## config.mk

```make
export PLATFORM = sky130hd
export DESIGN_NAME = voice_allocator
export DESIGN_NICKNAME = d
export VERILOG_FILES = /design/src/rtl/voice_allocator.sv
export SDC_FILE = /design/constraint.sdc
export NUM_CORES = 1
export LEC_CHECK = 0
export CORE_ASPECT_RATIO = 1.25
export CORE_MARGIN = 10
export CORE_UTILIZATION = 45
export DETAILED_ROUTE_END_ITERATION = 16
export GPL_TIMING_DRIVEN = 0
export PLACE_DENSITY = 0.73
export SYNTH_ARGS = -nofsm -noshare
export SYNTH_HDL_FRONTEND = slang
export SYNTH_SLANG_ARGS = --single-unit
```

## constraint.sdc

```tcl
create_clock -name clk -period 2.24 [get_ports clk]
set_input_delay 0.56 -clock clk [delete_from_list [all_inputs] [get_ports clk]]
set_output_delay 0.56 -clock clk [all_outputs]
set_load 0.01 [all_outputs]
```

## src/rtl/voice_allocator.sv

```systemverilog
// Polyphony scheduler: decodes start/stop/stop-all command words and assigns notes to voice slots.
// Optional feature macro VOICE_STEAL_EN: when defined, a start with all slots busy steals the oldest voice.
module voice_allocator #(
  parameter int NVOICES = 8,
  parameter int NOTE_W  = 7,
  parameter int VEL_W   = 8,
  parameter int AGE_W   = 4
) (
  input  logic                        clk,
  input  logic                        rst,
  input  logic [15:0]                 i_data,
  input  logic                        i_valid,
  output logic                        o_ready,
  output logic [NVOICES-1:0]          o_voice_active,
  output logic [NVOICES*NOTE_W-1:0]   o_voice_note,
  output logic [NVOICES*VEL_W-1:0]    o_voice_vel,
  output logic                        o_trig,
  output logic [$clog2(NVOICES)-1:0]  o_trig_idx,
  output logic                        o_overflow
);

  localparam int IDX_W = $clog2(NVOICES);

  localparam logic [1:0] S_IDLE   = 2'd0;
  localparam logic [1:0] S_SCAN   = 2'd1;
  localparam logic [1:0] S_COMMIT = 2'd2;

  localparam logic [AGE_W-1:0]  AGE_MAX  = {AGE_W{1'b1}};
  localparam logic [NOTE_W-1:0] NOTE_ALL = {NOTE_W{1'b1}};

  logic [1:0]                state_q, state_d;
  logic [15:0]               cmd_q, cmd_d;
  logic [NVOICES-1:0]        active_q, active_d;
  logic [NVOICES*NOTE_W-1:0] note_q, note_d;
  logic [NVOICES*VEL_W-1:0]  vel_q, vel_d;
  logic [NVOICES*AGE_W-1:0]  age_q, age_d;
  logic                      match_found_q, match_found_d;
  logic [IDX_W-1:0]          match_idx_q, match_idx_d;
  logic                      free_found_q, free_found_d;
  logic [IDX_W-1:0]          free_idx_q, free_idx_d;
  logic                      trig_q, trig_d;
  logic [IDX_W-1:0]          trig_idx_q, trig_idx_d;
  logic                      ovf_q, ovf_d;

  logic                      scan_match_found;
  logic [IDX_W-1:0]          scan_match_idx;
  logic                      scan_free_found;
  logic [IDX_W-1:0]          scan_free_idx;

`ifdef VOICE_STEAL_EN
  logic [IDX_W-1:0]          oldest_idx_q, oldest_idx_d;
  logic [IDX_W-1:0]          scan_oldest_idx;
  logic [AGE_W-1:0]          scan_oldest_age;
`endif

  logic                      tgt_valid;
  logic [IDX_W-1:0]          tgt_idx;

  // Command word layout: {on/off, note, velocity}
  logic                      cmd_on;
  logic [NOTE_W-1:0]         cmd_note;
  logic [VEL_W-1:0]          cmd_vel;

  assign cmd_on   = cmd_q[15];
  assign cmd_note = cmd_q[8 +: NOTE_W];
  assign cmd_vel  = cmd_q[0 +: VEL_W];

  // Descending sweep so the lowest qualifying index wins every search, including age ties.
  always_comb begin
    scan_match_found = 1'b0;
    scan_match_idx   = '0;
    scan_free_found  = 1'b0;
    scan_free_idx    = '0;
`ifdef VOICE_STEAL_EN
    scan_oldest_idx  = '0;
    scan_oldest_age  = '0;
`endif
    for (int v = NVOICES - 1; v >= 0; v--) begin
      if (active_q[v] && (note_q[v*NOTE_W +: NOTE_W] == cmd_note)) begin
        scan_match_found = 1'b1;
        scan_match_idx   = IDX_W'(v);
      end
      if (!active_q[v]) begin
        scan_free_found = 1'b1;
        scan_free_idx   = IDX_W'(v);
      end
`ifdef VOICE_STEAL_EN
      if (active_q[v] && (age_q[v*AGE_W +: AGE_W] >= scan_oldest_age)) begin
        scan_oldest_age = age_q[v*AGE_W +: AGE_W];
        scan_oldest_idx = IDX_W'(v);
      end
`endif
    end
  end

  always_comb begin
    state_d       = state_q;
    cmd_d         = cmd_q;
    active_d      = active_q;
    note_d        = note_q;
    vel_d         = vel_q;
    age_d         = age_q;
    match_found_d = match_found_q;
    match_idx_d   = match_idx_q;
    free_found_d  = free_found_q;
    free_idx_d    = free_idx_q;
`ifdef VOICE_STEAL_EN
    oldest_idx_d  = oldest_idx_q;
`endif
    trig_d        = 1'b0;
    trig_idx_d    = '0;
    ovf_d         = 1'b0;
    tgt_valid     = 1'b0;
    tgt_idx       = '0;

    case (state_q)
      S_IDLE: begin
        if (i_valid) begin
          cmd_d   = i_data;
          state_d = S_SCAN;
        end
      end

      S_SCAN: begin
        match_found_d = scan_match_found;
        match_idx_d   = scan_match_idx;
        free_found_d  = scan_free_found;
        free_idx_d    = scan_free_idx;
`ifdef VOICE_STEAL_EN
        oldest_idx_d  = scan_oldest_idx;
`endif
        state_d       = S_COMMIT;
      end

      S_COMMIT: begin
        state_d = S_IDLE;
        if (cmd_on) begin
          if (cmd_note != NOTE_ALL) begin
            if (match_found_q) begin
              tgt_valid = 1'b1;
              tgt_idx   = match_idx_q;
            end else if (free_found_q) begin
              tgt_valid = 1'b1;
              tgt_idx   = free_idx_q;
            end else begin
`ifdef VOICE_STEAL_EN
              tgt_valid = 1'b1;
              tgt_idx   = oldest_idx_q;
`else
              ovf_d     = 1'b1;
`endif
            end
          end
        end else if (cmd_note == NOTE_ALL) begin
          active_d = '0;
          age_d    = '0;
        end else if (match_found_q) begin
          // Note and velocity stay in the table after release.
          for (int v = 0; v < NVOICES; v++) begin
            if (IDX_W'(v) == match_idx_q) begin
              active_d[v]                = 1'b0;
              age_d[v*AGE_W +: AGE_W]    = '0;
            end
          end
        end

        if (tgt_valid) begin
          for (int v = 0; v < NVOICES; v++) begin
            if (IDX_W'(v) == tgt_idx) begin
              active_d[v]                = 1'b1;
              note_d[v*NOTE_W +: NOTE_W] = cmd_note;
              vel_d[v*VEL_W +: VEL_W]    = cmd_vel;
              age_d[v*AGE_W +: AGE_W]    = '0;
            end else if (active_q[v] && (age_q[v*AGE_W +: AGE_W] != AGE_MAX)) begin
              age_d[v*AGE_W +: AGE_W]    = age_q[v*AGE_W +: AGE_W] + 1'b1;
            end
          end
          trig_d     = 1'b1;
          trig_idx_d = tgt_idx;
        end
      end

      default: state_d = S_IDLE;
    endcase
  end

  // Reset clears the voice tables as well as control, so an aborted command leaves no trace.
  always_ff @(posedge clk) begin
    if (rst) begin
      state_q       <= S_IDLE;
      cmd_q         <= '0;
      active_q      <= '0;
      note_q        <= '0;
      vel_q         <= '0;
      age_q         <= '0;
      match_found_q <= 1'b0;
      match_idx_q   <= '0;
      free_found_q  <= 1'b0;
      free_idx_q    <= '0;
`ifdef VOICE_STEAL_EN
      oldest_idx_q  <= '0;
`endif
      trig_q        <= 1'b0;
      trig_idx_q    <= '0;
      ovf_q         <= 1'b0;
    end else begin
      state_q       <= state_d;
      cmd_q         <= cmd_d;
      active_q      <= active_d;
      note_q        <= note_d;
      vel_q         <= vel_d;
      age_q         <= age_d;
      match_found_q <= match_found_d;
      match_idx_q   <= match_idx_d;
      free_found_q  <= free_found_d;
      free_idx_q    <= free_idx_d;
`ifdef VOICE_STEAL_EN
      oldest_idx_q  <= oldest_idx_d;
`endif
      trig_q        <= trig_d;
      trig_idx_q    <= trig_idx_d;
      ovf_q         <= ovf_d;
    end
  end

  assign o_ready        = (state_q == S_IDLE);
  assign o_voice_active = active_q;
  assign o_voice_note   = note_q;
  assign o_voice_vel    = vel_q;
  assign o_trig         = trig_q;
  assign o_trig_idx     = trig_idx_q;
  assign o_overflow     = ovf_q;

endmodule

```

==> results of run 1 <==
critical path: cells and delay by family (launching register included):
kind | cells | cell delay [ns]
DFF | 1 | 0.35
buffers and inverters | 1 | 0.60
and+or+nand+nor | 1 | 0.26
power breakdown:
part | switching [mW] | internal [mW]
Combinational | 0.246 | 0.142
Sequential | 0.0100 | 2.85
Clock | 1.17 | 1.78
flip-flops by register name, summed over array words and instances (netlist names):
name / cells
o_voice_active: 8
o_voice_note: 56
o_voice_vel: 64
match_found_q: 1
o_overflow: 1
match_idx_q: 3
state_q: 2
o_trig_idx: 3
cmd_q: 16
free_found_q: 1
o_trig: 1
free_idx_q: 3
layout make-up:
class / count / area [sq um]
inverter: 3 / 11.26
clock buffer: 21 / 450.4
clock inverter: 10 / 137.6
sequential: 159 / 3183
timing repair buffer: 172 / 1669
fill: 1255 / 5553
multi-input combinational: 479 / 3197
buffer: 60 / 397.9
tap: 182 / 227.7
routing by layer:
| layer | part of all wire, % | routed length (microns) | global-route usage (%) | vias to the layer above |
|---|---|---|---|---|
| met4 | 1.8 | 391 | 7.242 | 0 |
| li1 | - | - | - | 2716 |
| met3 | 8.6 | 1832 | 7.674 | 29 |
| met5 | 0 | 0 | 0 | - |
| met2 | 50 | 10630 | 36.21 | 169 |
| met1 | 40 | 8478 | 23.25 | 2665 |
Yosys cell counts, types with 2 or more instances:
master,number,share of area (%)
nand2_1,41,2.3
o21ai_2,2,0.26
nand3b_1,2,0.22
or2_2,3,0.28
a21oi_1,28,2.1
nand4_1,16,1.5
buf_4,19,2.1
xnor2_1,50,6.5
o21ai_0,11,0.82
inv_1,3,0.17
nand2b_1,5,0.46
nor2b_1,6,0.56
dfxtp_1,159,47
o31ai_1,2,0.22
xor2_1,6,0.78
nor3_1,7,0.52
nor4_4,2,0.63
nor4_1,3,0.28
nor2_1,151,8.4
mux2i_1,120,18
a22oi_2,2,0.37
o21bai_1,2,0.22
buf_2,8,0.59
clkbuf_1,22,1.2
buf_6,10,1.7
nor4b_1,3,0.39
cells by family after synthesis:
logic type      Yosys count  synth area share (%)
buf+inv                  63                 5.823
simple gates            246                 16.69
xor+xnor                 56                 7.270
flops                   159                 47.18
compound gates           57                 5.230
mux                     120                 17.80
metrics by stage:
stage | power [mW] | setup slack (ns) | TNS [ns]
floorplan | 3.167 | 0.2930 | 0
global placement | 3.300 | -0.05827 | -1.042
detailed placement | 3.302 | -0.07536 | -2.068
CTS | 6.209 | 0.002480 | 0
global route | 6.346 | -0.03879 | -0.1539
finish | 6.190 | 0.05487 | 0
timing repair:
action                                  CTS  global route
setup buffers                             1            20
pin swaps                                 2             4
resized for setup                         4             5
gates cloned                              0             0
endpoints found under the setup margin   45            63
hold endpoints to repair                  0             0
path summary, 6_finish.rpt:
| kind | from | slack, ns | depth (start not counted) | end |
|---|---|---|---|---|
| min | free_idx_q[0]$_SDFFE_PP0N_ | 0.46 | 2 | free_idx_q[0]$_SDFFE_PP0N_ |
| min reg2reg | free_idx_q[0]$_SDFFE_PP0N_ | 0.46 | 2 | free_idx_q[0]$_SDFFE_PP0N_ |
| max reg2reg | cmd_q[8]$_SDFFE_PP0P_ | 0.12 | 9 | o_voice_vel[51]$_SDFFE_PP0P_ |
| max | state_q[1]$_SDFFE_PP0P_ | 0.05 | 2 | o_ready |
==> reports/summary.txt, run 1 <==
Outcome: completed
Maximum VDD drop: 0.5026 mV
Syn avg cell area: 9.624 sq um
I/O pin count: 153
Layout Area Growth over Synthesis: 37.46%
Sequential element share of the synthesized area: 47.18%
Cell area after layout: 9274 sq um
Final Max Slew Viols: 0
Clk Latency, worst-skew pair: 0.43 ns
DP Wirelength: 15.01 mm
Final Core Density: 62.55%
Post-placement cell count: 1,034
Crit. End Element: output pin
Vias per cell: 5.137
Mapped Cells: 701
Synth async-reset ratio: 0%
Setup Skew: 0.01316 ns
Slew @ Worst Pin: 0.6747 ns
Hold/Removal Path Class: register to register
Root buf cell: clkbuf_16
DP Area: 8486 sq um
Rel. slew slack: 55.02%
Startpoint class of the critical path: register
Post-synth net total: 720
Mapped Area: 6746 sq um
Initial core utilization: 45.50%
Fin cells: 1,086
CTS Sinks: 159
Ys Warns: 0
Worst EP required: 1.68 ns
CTS tree: done
Max stage delay on crit path: 0.60 ns
Most frequent cells in the layout: dfxtp_1, nor2_1, clkdlybuf4s50_1
# DRC: 0
Die ar.: 20,320 sq um
Die height: 156.9 microns
Clock Pin Slew Worst Setup and Hold Paths: 0.06 ns
TritonCTS Buffers: 17
Fmax: 0.4576 GHz
Setup Crit Path Kind: register to output pin
Period utilization: 97.55%
Minimum clock period: 2.185 ns
Number of port buffers: 151
Initial antenna violation count: 0
Final wirelength: 21.34 mm
# diodes: 0
Fin nets: 911
Top_reg_cell synth: dfxtp_1
Post-synth cell types: 44
First-pass GRT wire length: 32.62 mm
Vias post-DR: 5,579
Initial DRC Count: 341
Chip Width: 129.5 microns
Crit-path cells: nor2_1, clkdlybuf4s50_1
Critical Path AT: 1.63 ns
GP Congestion: 0.8595
Pwr dens: 667.5 nW/um^2
Longest Clk Path Bufs: 2
Std cell rows: 50
Grt ovf: 0
Yosys reg bits: 159
Global-route usage over all layers: 21.00%
Routed Antenna Nets: 0
Core Box Area: 14,830 sq um
Critical path fanouts, max: 5
Final setup vio count: 0
H-tree level count: 4
Number of enable flip-flop cells after synthesis: 0
CTS Hold Bufs: 0
Commonest non-fill, non-tap cell in the layout: dfxtp_1
Largest net degree at the start of global routing: 17
DRT Pass-1 Iters: 5
Vias in the first global route: 5,556
Leakage power figure: 3.171 nW
Critical path's slowest cell: clkdlybuf4s50_1
Share of layout cells above drive strength 1: 11.50%
DR WL/cell: 19.65 microns
Hold Slack: 0.4623 ns
Max-cap violations: 0
Hold Violations, Final: 0
No activity file was read; power rests on OpenSTA's default activity.
==> run 2: changes to the inputs <==
--- a/config.mk
+++ b/config.mk
@@ -10,7 +10,8 @@
 export CORE_UTILIZATION = 45
 export DETAILED_ROUTE_END_ITERATION = 16
 export GPL_TIMING_DRIVEN = 0
-export PLACE_DENSITY = 0.73
+export PLACE_DENSITY = 0.76
 export SYNTH_ARGS = -nofsm -noshare
 export SYNTH_HDL_FRONTEND = slang
 export SYNTH_SLANG_ARGS = --single-unit
+export TNS_END_PERCENT = 30
==> constraint.sdc (replaced) <==
create_clock -name clk -period 1.9 [get_ports clk]
set_input_delay 0.475 -clock clk [delete_from_list [all_inputs] [get_ports clk]]
set_output_delay 0.475 -clock clk [all_outputs]
set_load 0.01 [all_outputs]
==> run 2 against run 1 <==
Against the previous run:
- the flow now finishes with violations (negative setup slack)
- wire length grew 5.5%
- sequential power rose by 19%
- utilization up 3.6 points
- via count is 4.6% higher
- power rose by 22%
- critical path depth up 6
- sequential share of layout area down 1.5 points
- design area up 5.7%
- clock skew grew 0.00052 ns
- clock power grew 24%
- global-route usage rose by 0.50 points
- critical endpoint is now o_voice_note[16]$_SDFFE_PP0P_
==> reports/summary.txt, run 2 (synthesis results as in run 1) <==
Reg2Reg Depth: 8 (-1)
Critical Path AT: 2.25 ns (+0.62 ns)
R2R setup slack: -0.06 ns (-0.18 ns)
Chip Width: 129.5 microns (unchanged)
Slew @ Worst Pin: 0.6966 ns (+0.02186 ns)
Fmax: 0.5098 GHz
First-pass GRT wire length: 33.53 mm (+2.8%)
Sequential Area: 3218 sq um (+1.1%)
Setup Skew: 0.01368 ns (+0.0005192 ns)
DRT Pass-1 Iters: 5 (unchanged)
CTS Hold Bufs: 0 (unchanged)
Vias per cell: 5.295 (+3.1%)
Global-route usage over all layers: 21.50% (+0.50 points)
Unrepaired setup endpoints after global routing: true
DR WL/cell: 20.42 microns (+3.9%)
Hold worst-path end: free_idx_q[0]$_SDFFE_PP0N_
Final Max Slew Viols: 0 (unchanged)
Grt ovf: 0 (unchanged)
Die height: 156.9 microns (unchanged)
Longest Clk Path Bufs: 2 (unchanged)
Post-placement cell count: 1,034 (unchanged)
Commonest non-fill, non-tap cell in the layout: nor2_1
Pwr dens: 767.4 nW/um^2 (+15%)
Critical path fanouts, max: 5 (unchanged)
Die ar.: 20,320 sq um (unchanged)
Grt met2 use: 36.90% (+0.69 points)
TritonCTS Buffers: 17 (unchanged)
Area of the multi-input gates: 3317 sq um (+3.8%)
Largest register FFs: 64 (unchanged)
Core Box Area: 14,830 sq um (unchanged)
Max stage delay on crit path: 0.37 ns (-0.23 ns)
Clk Latency, worst-skew pair: 0.43 ns (about the same)
CTS Sinks: 159 (unchanged)
Max-cap violations: 0 (unchanged)
Worst EP required: 2.19 ns (+0.51 ns)
Final Core Density: 66.14% (+3.6 points)
Initial DRC Count: 435 (+28%)
CTS tree: done
# DRC: 0 (unchanged)
Period utilization: 103.2%
Crit-path cells: nor2b_4, o2111ai_4, or2_4, nor4b_4, buf_6, buf_12, mux2i_1, nor2_1
Maximum VDD drop: 0.5744 mV (+14%)
Fin cells: 1,102 (+1.5%)
Vias in the first global route: 5,810 (+4.6%)
Failing checks: negative setup slack
Crit. End Element: register
Hold Startpoint: free_idx_q[0]$_SDFFE_PP0N_
Filler cells: 1,113 (-11%)
Reg-to-Reg Start: state_q[1]$_SDFFE_PP0P_
Number of port buffers: 151 (unchanged)
Clock Pin Slew Worst Setup and Hold Paths: 0.07 ns (about the same)
Setup Crit Path Kind: register to register
Met3 Usage GRT: 7.472% (-0.20 points)
Share of layout cells above drive strength 1: 16.85% (+5.3 points)
Final wirelength: 22.50 mm (+5.5%)
Rel. slew slack: 53.56% (-1.5 points)
Hold/Removal Path Class: register to register
Fin nets: 926 (+1.6%)
Final setup vio count: 27 (+27)
Most frequent cells in the layout: nor2_1, dfxtp_1, clkdlybuf4s50_1
Startpoint class of the critical path: register
I/O pin count: 153 (unchanged)
Routed Antenna Nets: 0 (unchanged)
Initial antenna violation count: 0 (unchanged)
Largest net degree at the start of global routing: 17 (unchanged)
# diodes: 0 (unchanged)
PnR worst setup slack: -0.06164 ns (-0.1165 ns)
Critical path's slowest cell: dfxtp_4
Initial core utilization: 45.50% (unchanged)
GP Congestion: 0.9212 (+7.2%)
Minimum clock period: 1.962 ns
H-tree level count: 4 (unchanged)
Outcome: finished, violations left
Depth of the worst hold-timing path: 2 (unchanged)
Most used routing layer: met2
Global routing usage on met1: 23.01% (-0.24 points)
Std cell rows: 50 (unchanged)
Reg-to-Reg End: o_voice_note[16]$_SDFFE_PP0P_
Root buf cell: clkbuf_16
Vias post-DR: 5,835 (+4.6%)
Layout Area Growth over Synthesis: 45.36%
DP Wirelength: 14.86 mm (-1.0%)
Hold Violations, Final: 0 (unchanged)
Leakage power figure: 3.549 nW (+12%)
[run 2: stage by stage]
step	hold WS (ns)	power [mW]	setup WS, ns	TNS, ns	cell area [sq um]
floorplan	0.4422	3.734	-0.02234	-0.4998	6746
global placement	0.4576	3.886	-0.3891	-27.38	8486
detailed placement	0.4606	3.891	-0.4151	-30.37	8486
CTS	0.4485	7.532	-0.07194	-0.6466	9623
global route	0.4836	7.700	-0.1407	-5.596	9807
finish	0.4743	7.526	-0.06164	-0.6414	9807
[run 2: report_power, final]
group | switching, mW | internal, mW | total [mW]
logic | 0.293 | 0.188 | 0.481
clock network | 1.43 | 2.23 | 3.66
registers | 0.0302 | 3.36 | 3.39
total | 1.75 | 5.77 | 7.53
[run 2: how the worst max path moves through the flow]
stage	from	to	slack (ns)	cells past startpoint
after floorplan	match_found_q$_SDFFE_PP0N_	o_voice_note[21]$_SDFFE_PP0P_	-0.02	8
after global placement	cmd_q[8]$_SDFFE_PP0P_	o_voice_note[26]$_SDFFE_PP0P_	-0.39	8
after detailed placement	cmd_q[8]$_SDFFE_PP0P_	o_voice_note[25]$_SDFFE_PP0P_	-0.42	8
after CTS	cmd_q[14]$_SDFFE_PP0P_	match_idx_q[2]$_SDFFE_PP0N_	-0.07	8
after global routing	state_q[1]$_SDFFE_PP0P_	o_voice_note[16]$_SDFFE_PP0P_	-0.14	8
final	state_q[1]$_SDFFE_PP0P_	o_voice_note[16]$_SDFFE_PP0P_	-0.06	8
[run 2: cell type report]
| cell class | instances | share of cell area [%] |
|---|---|---|
| clock inverter | 10 | 1.518 |
| sequential | 159 | 32.81 |
| buffer | 50 | 3.930 |
| clock buffer | 22 | 4.937 |
| multi-input combinational | 479 | 33.82 |
| inverter | 3 | 0.1148 |
| timing repair buffer | 197 | 20.54 |
| tap | 182 | 2.322 |
[run 2: critical path, delay by kind of cell (launching register included)]
family,cells,cell delay [ns]
and+or+nand+nor,4,0.78
DFF,1,0.37
buffers and inverters,2,0.32
muxes,1,0.20
AOI/OAI and AO/OA,1,0.14
[run 2: metal layers]
| metal | up-vias | routed length, microns |
|---|---|---|
| li1 | 2748 | - |
| met4 | 0 | 931 |
| met1 | 2783 | 8493 |
| met5 | - | 0 |
| met3 | 55 | 2025 |
| met2 | 249 | 11050 |
[run 2: timing repair]
item | CTS | global route
buffers inserted | 39 | 3
setup endpoints to repair | 138 | 138
resized for setup | 47 | 53
pin swaps | 10 | 9
gates cloned | 1 | 4
